--- src/rtl/cpu_ctrl_pkg.sv ---
// Shared opcode encodings, state encoding and widths for the CPU machine-cycle controller.
// Optional instruction counter (CPU_CTRL_INSTR_CNT_EN) uses CNT_W.
package cpu_ctrl_pkg;

    localparam int unsigned OP_W  = 3;
    localparam int unsigned CNT_W = 16;

    localparam logic [OP_W-1:0] HLT = 3'b000;
    localparam logic [OP_W-1:0] SKZ = 3'b001;
    localparam logic [OP_W-1:0] ADD = 3'b010;
    localparam logic [OP_W-1:0] AND = 3'b011;
    localparam logic [OP_W-1:0] XOR = 3'b100;
    localparam logic [OP_W-1:0] LDA = 3'b101;
    localparam logic [OP_W-1:0] STO = 3'b110;
    localparam logic [OP_W-1:0] JMP = 3'b111;

    typedef enum logic [3:0] {
        S0     = 4'd0,
        S1     = 4'd1,
        S2     = 4'd2,
        S3     = 4'd3,
        S4     = 4'd4,
        S5     = 4'd5,
        S6     = 4'd6,
        S7     = 4'd7,
        HALTED = 4'd8
    } state_t;

    // Opcodes whose result lands in the accumulator via the ALU.
    function automatic logic is_aluop(input logic [OP_W-1:0] op);
        return (op == ADD) || (op == AND) || (op == XOR) || (op == LDA);
    endfunction

endpackage

--- src/rtl/cpu_ctrl_fsm_if.sv ---
// Controller <-> datapath bundle: run enable, IR opcode, zero flag and all datapath strobes.
// instr_cnt exists only when CPU_CTRL_INSTR_CNT_EN is defined.
interface cpu_ctrl_fsm_if;
    import cpu_ctrl_pkg::*;

    logic            ena;
    logic [OP_W-1:0] opcode;
    logic            zero;
    logic            sel;
    logic            rd;
    logic            ld_ir;
    logic            inc_pc;
    logic            ld_pc;
    logic            ld_ac;
    logic            data_e;
    logic            wr;
    logic            halt;

`ifdef CPU_CTRL_INSTR_CNT_EN
    logic [CNT_W-1:0] instr_cnt;

    modport master (
        input  ena, opcode, zero,
        output sel, rd, ld_ir, inc_pc, ld_pc, ld_ac, data_e, wr, halt, instr_cnt
    );
    modport slave (
        output ena, opcode, zero,
        input  sel, rd, ld_ir, inc_pc, ld_pc, ld_ac, data_e, wr, halt, instr_cnt
    );
`else
    modport master (
        input  ena, opcode, zero,
        output sel, rd, ld_ir, inc_pc, ld_pc, ld_ac, data_e, wr, halt
    );
    modport slave (
        output ena, opcode, zero,
        input  sel, rd, ld_ir, inc_pc, ld_pc, ld_ac, data_e, wr, halt
    );
`endif

endinterface

--- src/rtl/cpu_ctrl_fsm.sv ---
// Eight-state machine-cycle controller for the 8-bit RISC CPU; strobes decode from the state.
// Define CPU_CTRL_INSTR_CNT_EN to add the retired-instruction counter (instr_cnt).
module cpu_ctrl_fsm
    import cpu_ctrl_pkg::*;
(
    input  logic           clk,
    input  logic           rst,
    cpu_ctrl_fsm_if.master bus
);

    state_t state;
    state_t state_nxt;

    logic sel, rd, ld_ir, inc_pc, ld_pc, ld_ac, data_e, wr, halt;
    logic aluop, is_sto, is_jmp, skip;

    always_ff @(posedge clk) begin
        if (rst) state <= S0;
        else     state <= state_nxt;
    end

    // Next state and strobe decode; zero and opcode are used live, not latched.
    always_comb begin
        state_nxt = S0;
        sel       = 1'b0;
        rd        = 1'b0;
        ld_ir     = 1'b0;
        inc_pc    = 1'b0;
        ld_pc     = 1'b0;
        ld_ac     = 1'b0;
        data_e    = 1'b0;
        wr        = 1'b0;
        halt      = 1'b0;
        aluop     = is_aluop(bus.opcode);
        is_sto    = (bus.opcode == STO);
        is_jmp    = (bus.opcode == JMP);
        skip      = (bus.opcode == SKZ) && bus.zero;

        case (state)
            S0: begin
                sel       = 1'b1;
                state_nxt = bus.ena ? S1 : S0;
            end
            S1: begin
                sel       = 1'b1;
                rd        = 1'b1;
                state_nxt = S2;
            end
            S2: begin
                sel       = 1'b1;
                rd        = 1'b1;
                ld_ir     = 1'b1;
                state_nxt = S3;
            end
            S3: begin
                sel       = 1'b1;
                rd        = 1'b1;
                ld_ir     = 1'b1;
                state_nxt = S4;
            end
            S4: begin
                if (bus.opcode == HLT) begin
                    halt      = 1'b1;
                    state_nxt = HALTED;
                end else begin
                    inc_pc    = 1'b1;
                    state_nxt = S5;
                end
            end
            S5: begin
                rd        = aluop;
                state_nxt = S6;
            end
            S6: begin
                rd        = aluop;
                inc_pc    = skip;
                ld_pc     = is_jmp;
                data_e    = is_sto;
                state_nxt = S7;
            end
            S7: begin
                rd        = aluop;
                ld_ac     = aluop;
                inc_pc    = skip;
                ld_pc     = is_jmp;
                data_e    = is_sto;
                wr        = is_sto;
                state_nxt = S0;
            end
            HALTED: begin
                halt      = 1'b1;
                state_nxt = HALTED;
            end
            default: state_nxt = S0;
        endcase
    end

    assign bus.sel    = sel;
    assign bus.rd     = rd;
    assign bus.ld_ir  = ld_ir;
    assign bus.inc_pc = inc_pc;
    assign bus.ld_pc  = ld_pc;
    assign bus.ld_ac  = ld_ac;
    assign bus.data_e = data_e;
    assign bus.wr     = wr;
    assign bus.halt   = halt;

`ifdef CPU_CTRL_INSTR_CNT_EN
    logic [CNT_W-1:0] instr_cnt;

    // Counts completed instructions; S7 always retires into S0 unless reset intervenes.
    always_ff @(posedge clk) begin
        if (rst)              instr_cnt <= '0;
        else if (state == S7) instr_cnt <= instr_cnt + CNT_W'(1);
    end

    assign bus.instr_cnt = instr_cnt;
`endif

endmodule

--- src/flat_wrapper.sv ---
// flat-port wrapper written by rule: the top's interface ports become plain ports
module cpu_ctrl_fsm_flat import cpu_ctrl_pkg::*;
  (clk, rst, bus_ena, bus_opcode, bus_zero, bus_sel, bus_rd, bus_ld_ir, bus_inc_pc, bus_ld_pc, bus_ld_ac, bus_data_e, bus_wr, bus_halt);
  cpu_ctrl_fsm_if bus_i ();
  input  logic clk;
  input  logic rst;
  input wire logic [$bits(bus_i.ena)-1:0] bus_ena;
  input wire logic [$bits(bus_i.opcode)-1:0] bus_opcode;
  input wire logic [$bits(bus_i.zero)-1:0] bus_zero;
  output wire logic [$bits(bus_i.sel)-1:0] bus_sel;
  output wire logic [$bits(bus_i.rd)-1:0] bus_rd;
  output wire logic [$bits(bus_i.ld_ir)-1:0] bus_ld_ir;
  output wire logic [$bits(bus_i.inc_pc)-1:0] bus_inc_pc;
  output wire logic [$bits(bus_i.ld_pc)-1:0] bus_ld_pc;
  output wire logic [$bits(bus_i.ld_ac)-1:0] bus_ld_ac;
  output wire logic [$bits(bus_i.data_e)-1:0] bus_data_e;
  output wire logic [$bits(bus_i.wr)-1:0] bus_wr;
  output wire logic [$bits(bus_i.halt)-1:0] bus_halt;
  assign bus_i.ena = bus_ena;
  assign bus_i.opcode = bus_opcode;
  assign bus_i.zero = bus_zero;
  assign bus_sel = bus_i.sel;
  assign bus_rd = bus_i.rd;
  assign bus_ld_ir = bus_i.ld_ir;
  assign bus_inc_pc = bus_i.inc_pc;
  assign bus_ld_pc = bus_i.ld_pc;
  assign bus_ld_ac = bus_i.ld_ac;
  assign bus_data_e = bus_i.data_e;
  assign bus_wr = bus_i.wr;
  assign bus_halt = bus_i.halt;
  cpu_ctrl_fsm u_core (.clk(clk), .rst(rst), .bus(bus_i));
endmodule
--- config.mk ---
export PLATFORM = sky130hd
export DESIGN_NAME = cpu_ctrl_fsm_flat
export DESIGN_NICKNAME = d
export VERILOG_FILES = /design/src/rtl/cpu_ctrl_pkg.sv /design/src/rtl/cpu_ctrl_fsm_if.sv /design/src/rtl/cpu_ctrl_fsm.sv /design/src/flat_wrapper.sv
export SDC_FILE = /design/constraint.sdc
export NUM_CORES = 1
export LEC_CHECK = 0
export CORE_AREA = 2 2 39 41
export CTS_CLUSTER_SIZE = 20
export DETAILED_ROUTE_END_ITERATION = 8
export DIE_AREA = 0 0 41 43
export PLACE_DENSITY_LB_ADDON = 0.2
export SLEW_MARGIN = 10
export SYNTH_ARGS = -nofsm -noshare
export SYNTH_HDL_FRONTEND = slang
export SYNTH_SLANG_ARGS = --single-unit
--- constraint.sdc ---
create_clock -name clk -period 3.7 [get_ports clk]
set_input_delay 0.74 -clock clk [delete_from_list [all_inputs] [get_ports clk]]
set_output_delay 0.74 -clock clk [all_outputs]
set_load 0.01 [all_outputs]
==> reports/results.txt, run 1 <==
Post-CTS resize count: 0
Top reg by flops: u_core.state
H-Tree Depth: 1
Pwr/cell area: 305 nW/um2
Clock Path Buffers: 2
EDFF count, synth: 0
Synth Flop Type: dfxtp_1
Vias: 320
Crit Path Category: in2out
Final wirelength: 761 um
Drc violations: 0
Max Transition Viols Final: 0
Netlist cell types: 21
Mean post-synth cell area: 8.55 um2
RSZ-0062 raised after global routing: false
Reg2Reg Capture Point: u_core.state[3]$_SDFF_PP0_
Synth Warn #: 0
Chip height: 43 um
Met1 WL: 335 um
Hold Path Stages: 1
Crit path top cell by count: clkdlybuf4s50_1
Avg WL per Cell: 11.2 um
Worst Hold Class: reg2reg
Maxcap violations: 0
Async S/R FF share, synth: 0%
Dominant cell type by area after synthesis: dfxtp_1
Worst-path cell chain: clkdlybuf4s50_1, or4b_1, mux2_4, nor3_2, clkdlybuf4s50_1
Crit path from: bus_opcode[1]
Drt first pass iters: 4
Skew final: 0.000476 ns
Run status: completed
Regs by FF count: u_core.state (4)
CTS Buf Count: 3
CP Capture Type: primary output
Row cnt: 14
Post-synthesis sequential area ratio: 26.0%
GPL Wtd Cong: 0.678
Worst-Margin Slew: 0.325 ns
Number of setup buffers added after CTS: 0
Worst r2r path cells: 3
Mapped Area: 308 um2
# fillers: 150
Clk_lat worst skew: 0.23 ns
Tmin final: 3.48 ns
Syn-to-layout area delta: 57.3%
Flip-flop count of the largest register after layout: 4
Gr ovfl total: 0
Leakage power: 0.163 nW
Syn Nets: 43
DR WL met3: 43 um
Starting Density: 22.2%
Root Driver: clkbuf_4
Top layer in use: met3
First-pass GRT wire length: 1.28 mm
Clk sinks: 4
Fin crit share: 94.2%
PortBufs: 15
Post-route ant nets: 0
Hold wc startpoint: u_core.state[0]$_SDFF_PP0_
# hold bufs at CTS: 0
Crit path launch type: primary input
Flop2flop setup slack: 2.23 ns
Die ar.: 1760 um2
Hold Vio Cnt, Final: 0
Most common cell after layout, fill and taps aside: clkdlybuf4s50_1
Layout cells sized above 1: 15.4%
CTS tree: done
Vias in the first global route: 325
Place WS: 0.211 ns
CP max FO: 5
Data arrival time of the critical path: 2.74 ns
Clock slew at reported path FFs: 0.04 ns
R2r startpoint: u_core.state[2]$_SDFF_PP0_
Worst setup margin: 0.216 ns
Post-Synthesis Cells: 36
Largest net degree at the start of global routing: 9
Yosys top cell area share: 26.0%
Slew Limit Headroom: 77.8%
Final net count: 61
Initial antenna violation count: 0
Drt first-iter violations: 2
Synth area leaders: dfxtp_1 26%, nor3_1 8.1%, nor4_4 6.9%
Core ar.: 1380 um2
WHS Endpoint: u_core.state[3]$_SDFF_PP0_
Critical path required time: 2.96 ns
Die W: 41 um
Post-DR vias/cell: 4.71
Fmax: 0.287 GHz
WL met2: 382 um
Register bit total from synthesis: 4
Finish-stage setup viols: 0
Hpwl dp: 572 um
Commonest non-fill, non-tap cells in the layout: 15 x clkdlybuf4s50_1, 5 x nor3_1, 5 x nor2_1
Crit-path max cell delay: 0.57 ns
Critical Path Slowest Stage Cell: or4b_1
GRT Total Usage: 10.4%
I/O pin cnt: 16
Setup TNS: 0 ns
ANT cells: 0
VDD IR max: 0.0974 mV
-- final cells by class --
class / instances / area, um2 / share of cell area [%]
Clock buffer: 3 / 22.5 / 4.65
Inverter: 2 / 7.51 / 1.55
Multi-Input combinational cell: 27 / 196 / 40.6
Sequential cell: 4 / 80.1 / 16.5
Tap cell: 16 / 20.0 / 4.13
Timing Repair Buffer: 16 / 158 / 32.6
-- cells by family (layout without fill, tap and decap cells) --
group / after synthesis / after routing / share of synthesized area, %
AO/OA/AOI/OAI: 5 / 5 / 11.8
XOR/XNOR: 3 / 3 / 8.54
buffers and inverters: 5 / 21 / 10.2
flip-flops: 4 / 4 / 26.0
multiplexers: 1 / 1 / 4.88
AND/OR/NAND/NOR: 18 / 18 / 38.6
-- cells in the mapped netlist, types with 2 or more instances --
cell	instances
nor2_1	5
dfxtp_1	4
xnor2_1	2
a2111oi_0	2
nand2_1	2
nor3_1	5
inv_1	2
-- layer usage --
| layer | up-vias | track usage (%) |
|---|---|---|
| met5 | - | 0 |
| met4 | 0 | 8.00 |
| met3 | 0 | 0.524 |
| met2 | 10 | 15.3 |
| met1 | 144 | 13.5 |
| li1 | 166 | - |
-- power breakdown --
part | leakage, nW | total, W | internal [W] | switching (W)
Combinational | 0.117 | 0.0000384 | 0.0000227 | 0.0000157
Clock | 0.0138 | 0.0000536 | 0.0000363 | 0.0000174
Sequential | 0.0327 | 0.0000555 | 0.0000468 | 0.00000871
-- critical path, delay by kind of cell --
family / cells / cell delay (ns)
and+or+nand+nor: 2 / 0.67
buffers and inverters: 2 / 1.02
muxes: 1 / 0.31
-- worst max path at each step --
stage	to	slack, ns	depth (start not counted)
after detailed placement	bus_halt	0.21	5
after global routing	bus_halt	0.10	5
after CTS	bus_halt	0.20	5
after floorplan	bus_halt	1.22	3
final	bus_halt	0.22	5
after global placement	bus_halt	0.20	5
-- stage by stage --
stage               cells  power [W]  utilization [%]  area [um2]  hold WS [ns]
finish                 68   0.000148             35.0         484         0.631
floorplan              36  0.0000737                -         308         0.509
global placement       65  0.0000946             33.4         462         0.613
global route           68   0.000157             35.0         484         0.653
CTS                    68   0.000151             35.0         484         0.634
detailed placement     65  0.0000945             33.4         462         0.622
(Power assumes the default switching activity.)
==> run 2: changes to the inputs <==
SETUP_SLACK_MARGIN = 0.05   (was default)
==> results of run 2 <==
The final DEF is identical to that of run 1; final timing and power are the same.
==> run 3: changes to the inputs <==
DONT_BUFFER_PORTS = 1   (was default)
SKIP_LAST_GASP = 1   (was default)
==> run 3 against run 2 <==
Effect of this change:
- design area is 33% lower
- hold slack got worse by 0.063 ns
- clock power up 4.5%
- register-to-register slack about the same
- sequential power is 0.7% lower
- global-route usage rose by 0.30 points
- critical endpoint unchanged
- critical path type unchanged
==> reports/results.txt, run 3 (synthesized netlist as in run 1, its figures left out) <==
Drt first-iter violations: 4
Finish-stage setup viols: 0
Post-CTS resize count: 0
Drt first pass iters: 3
Flip-flop count of the largest register after layout: 4
Worst-path cell chain: or4b_1, mux2_4, nor3_2
Post-route ant nets: 0
Worst-Margin Slew: 0.424 ns
Hold Vio Cnt, Final: 0
Clk_lat worst skew: 0.24 ns
Starting Density: 22.2%
Number of setup buffers added after CTS: 0
Largest net degree at the start of global routing: 9
Final Hold Slack: 0.568 ns
Root Driver: clkbuf_4
CP Capture Type: primary output
Run status: completed
I/O pin cnt: 16
Avg WL per Cell: 14.4 um
Final Util: 23.6%
Layout cells sized above 1: 19.4%
Drc violations: 0
Max Transition Viols Final: 0
Vias in the first global route: 266
CTS tree: done
Fmax: 0.396 GHz
Regs by FF count: u_core.state (4)
Initial antenna violation count: 0
CP top delay family: simple AND/OR/NAND/NOR gates
Vias: 268
RSZ-0062 raised after global routing: false
Crit path launch type: primary input
First-pass GRT wire length: 1.19 mm
Crit Path Category: in2out
Final wirelength: 749 um
Critical path required time: 2.96 ns
Slew Limit Headroom: 71.6%
Die ar.: 1760 um2
Crit-path max cell delay: 0.54 ns
Maxcap violations: 0
Die W: 41 um
Hpwl dp: 581 um
Clk sinks: 4
Clock Path Buffers: 2
GRT Total Usage: 10.7%
Worst Hold Class: in2reg
Top reg by flops: u_core.state
Post-DR vias/cell: 5.15
Skew final: 0.000486 ns
H-Tree Depth: 1
Pwr/cell area: 402 nW/um2
Core ar.: 1380 um2
Clock slew at reported path FFs: 0.04 ns
CP max FO: 5
# hold bufs at CTS: 0
Row cnt: 14
Gr ovfl total: 0
CTS Buf Count: 3
PortBufs: 0
Tmin final: 2.53 ns
Leakage power: 0.103 nW
Chip height: 43 um
Commonest non-fill, non-tap cells in the layout: 5 x nor3_1, 5 x nor2_1, 4 x dfxtp_1
Setup TNS: 0 ns
Fin crit share: 68.3%
VDD IR max: 0.119 mV
Critical Path Slowest Stage Cell: or4b_1
Final net count: 45
Bufs and invs on worst path: 0
GPL Wtd Cong: 0.683
Syn-to-layout area delta: 6.10%
ANT cells: 0
Data arrival time of the critical path: 1.79 ns
## run 3: cell count changes in the layout (fill, tap and decap cells not counted), sizes merged
cell / delta
clkdlybuf4s50: -15
buf: -1
## run 3: stage by stage
step	cell area, um2	power (W)	setup slack (ns)	std cells
2_1_floorplan	308	0.0000737	1.22	36
3_3_place_gp	304	0.0000755	1.15	49
3_5_place_dp	304	0.0000761	1.16	49
4_1_cts	327	0.000133	1.16	52
5_1_grt	327	0.000141	1.14	52
6_report	327	0.000131	1.17	52
## run 3: final cells by class
type                            count  area [um2]
Clock buffer                        3        22.5
Fill cell                         160        1060
Inverter                            2        7.51
Multi-Input combinational cell     27         196
Sequential cell                     4        80.1
Tap cell                           16        20.0
## run 3: routing by layer
layer  vias to the layer above  global-route usage (%)  wire length (um)
met5                         -                       0                 0
met4                         0                    12.7                38
met3                         5                    5.24                83
met2                        13                    15.6               368
met1                       123                    9.00               259
li1                        127                       -                 -
## run 3: final timing paths
path              slack (ns)                       start                         end  cells past startpoint
setup / recovery        1.17               bus_opcode[1]                    bus_halt                      3
setup reg to reg        2.23  u_core.state[2]$_SDFF_PP0_  u_core.state[3]$_SDFF_PP0_                      3
hold reg to reg         0.61  u_core.state[3]$_SDFF_PP0_  u_core.state[1]$_SDFF_PP0_                      1
hold / removal          0.57                         rst  u_core.state[3]$_SDFF_PP0_                      1
## run 3: where the power goes
group / switching (W) / internal, W / leakage [nW]
Combinational: 0.0000113 / 0.00000885 / 0.0562
Sequential: 0.00000840 / 0.0000467 / 0.0327
Clock: 0.0000196 / 0.0000364 / 0.0138
Total: 0.0000393 / 0.0000920 / 0.103
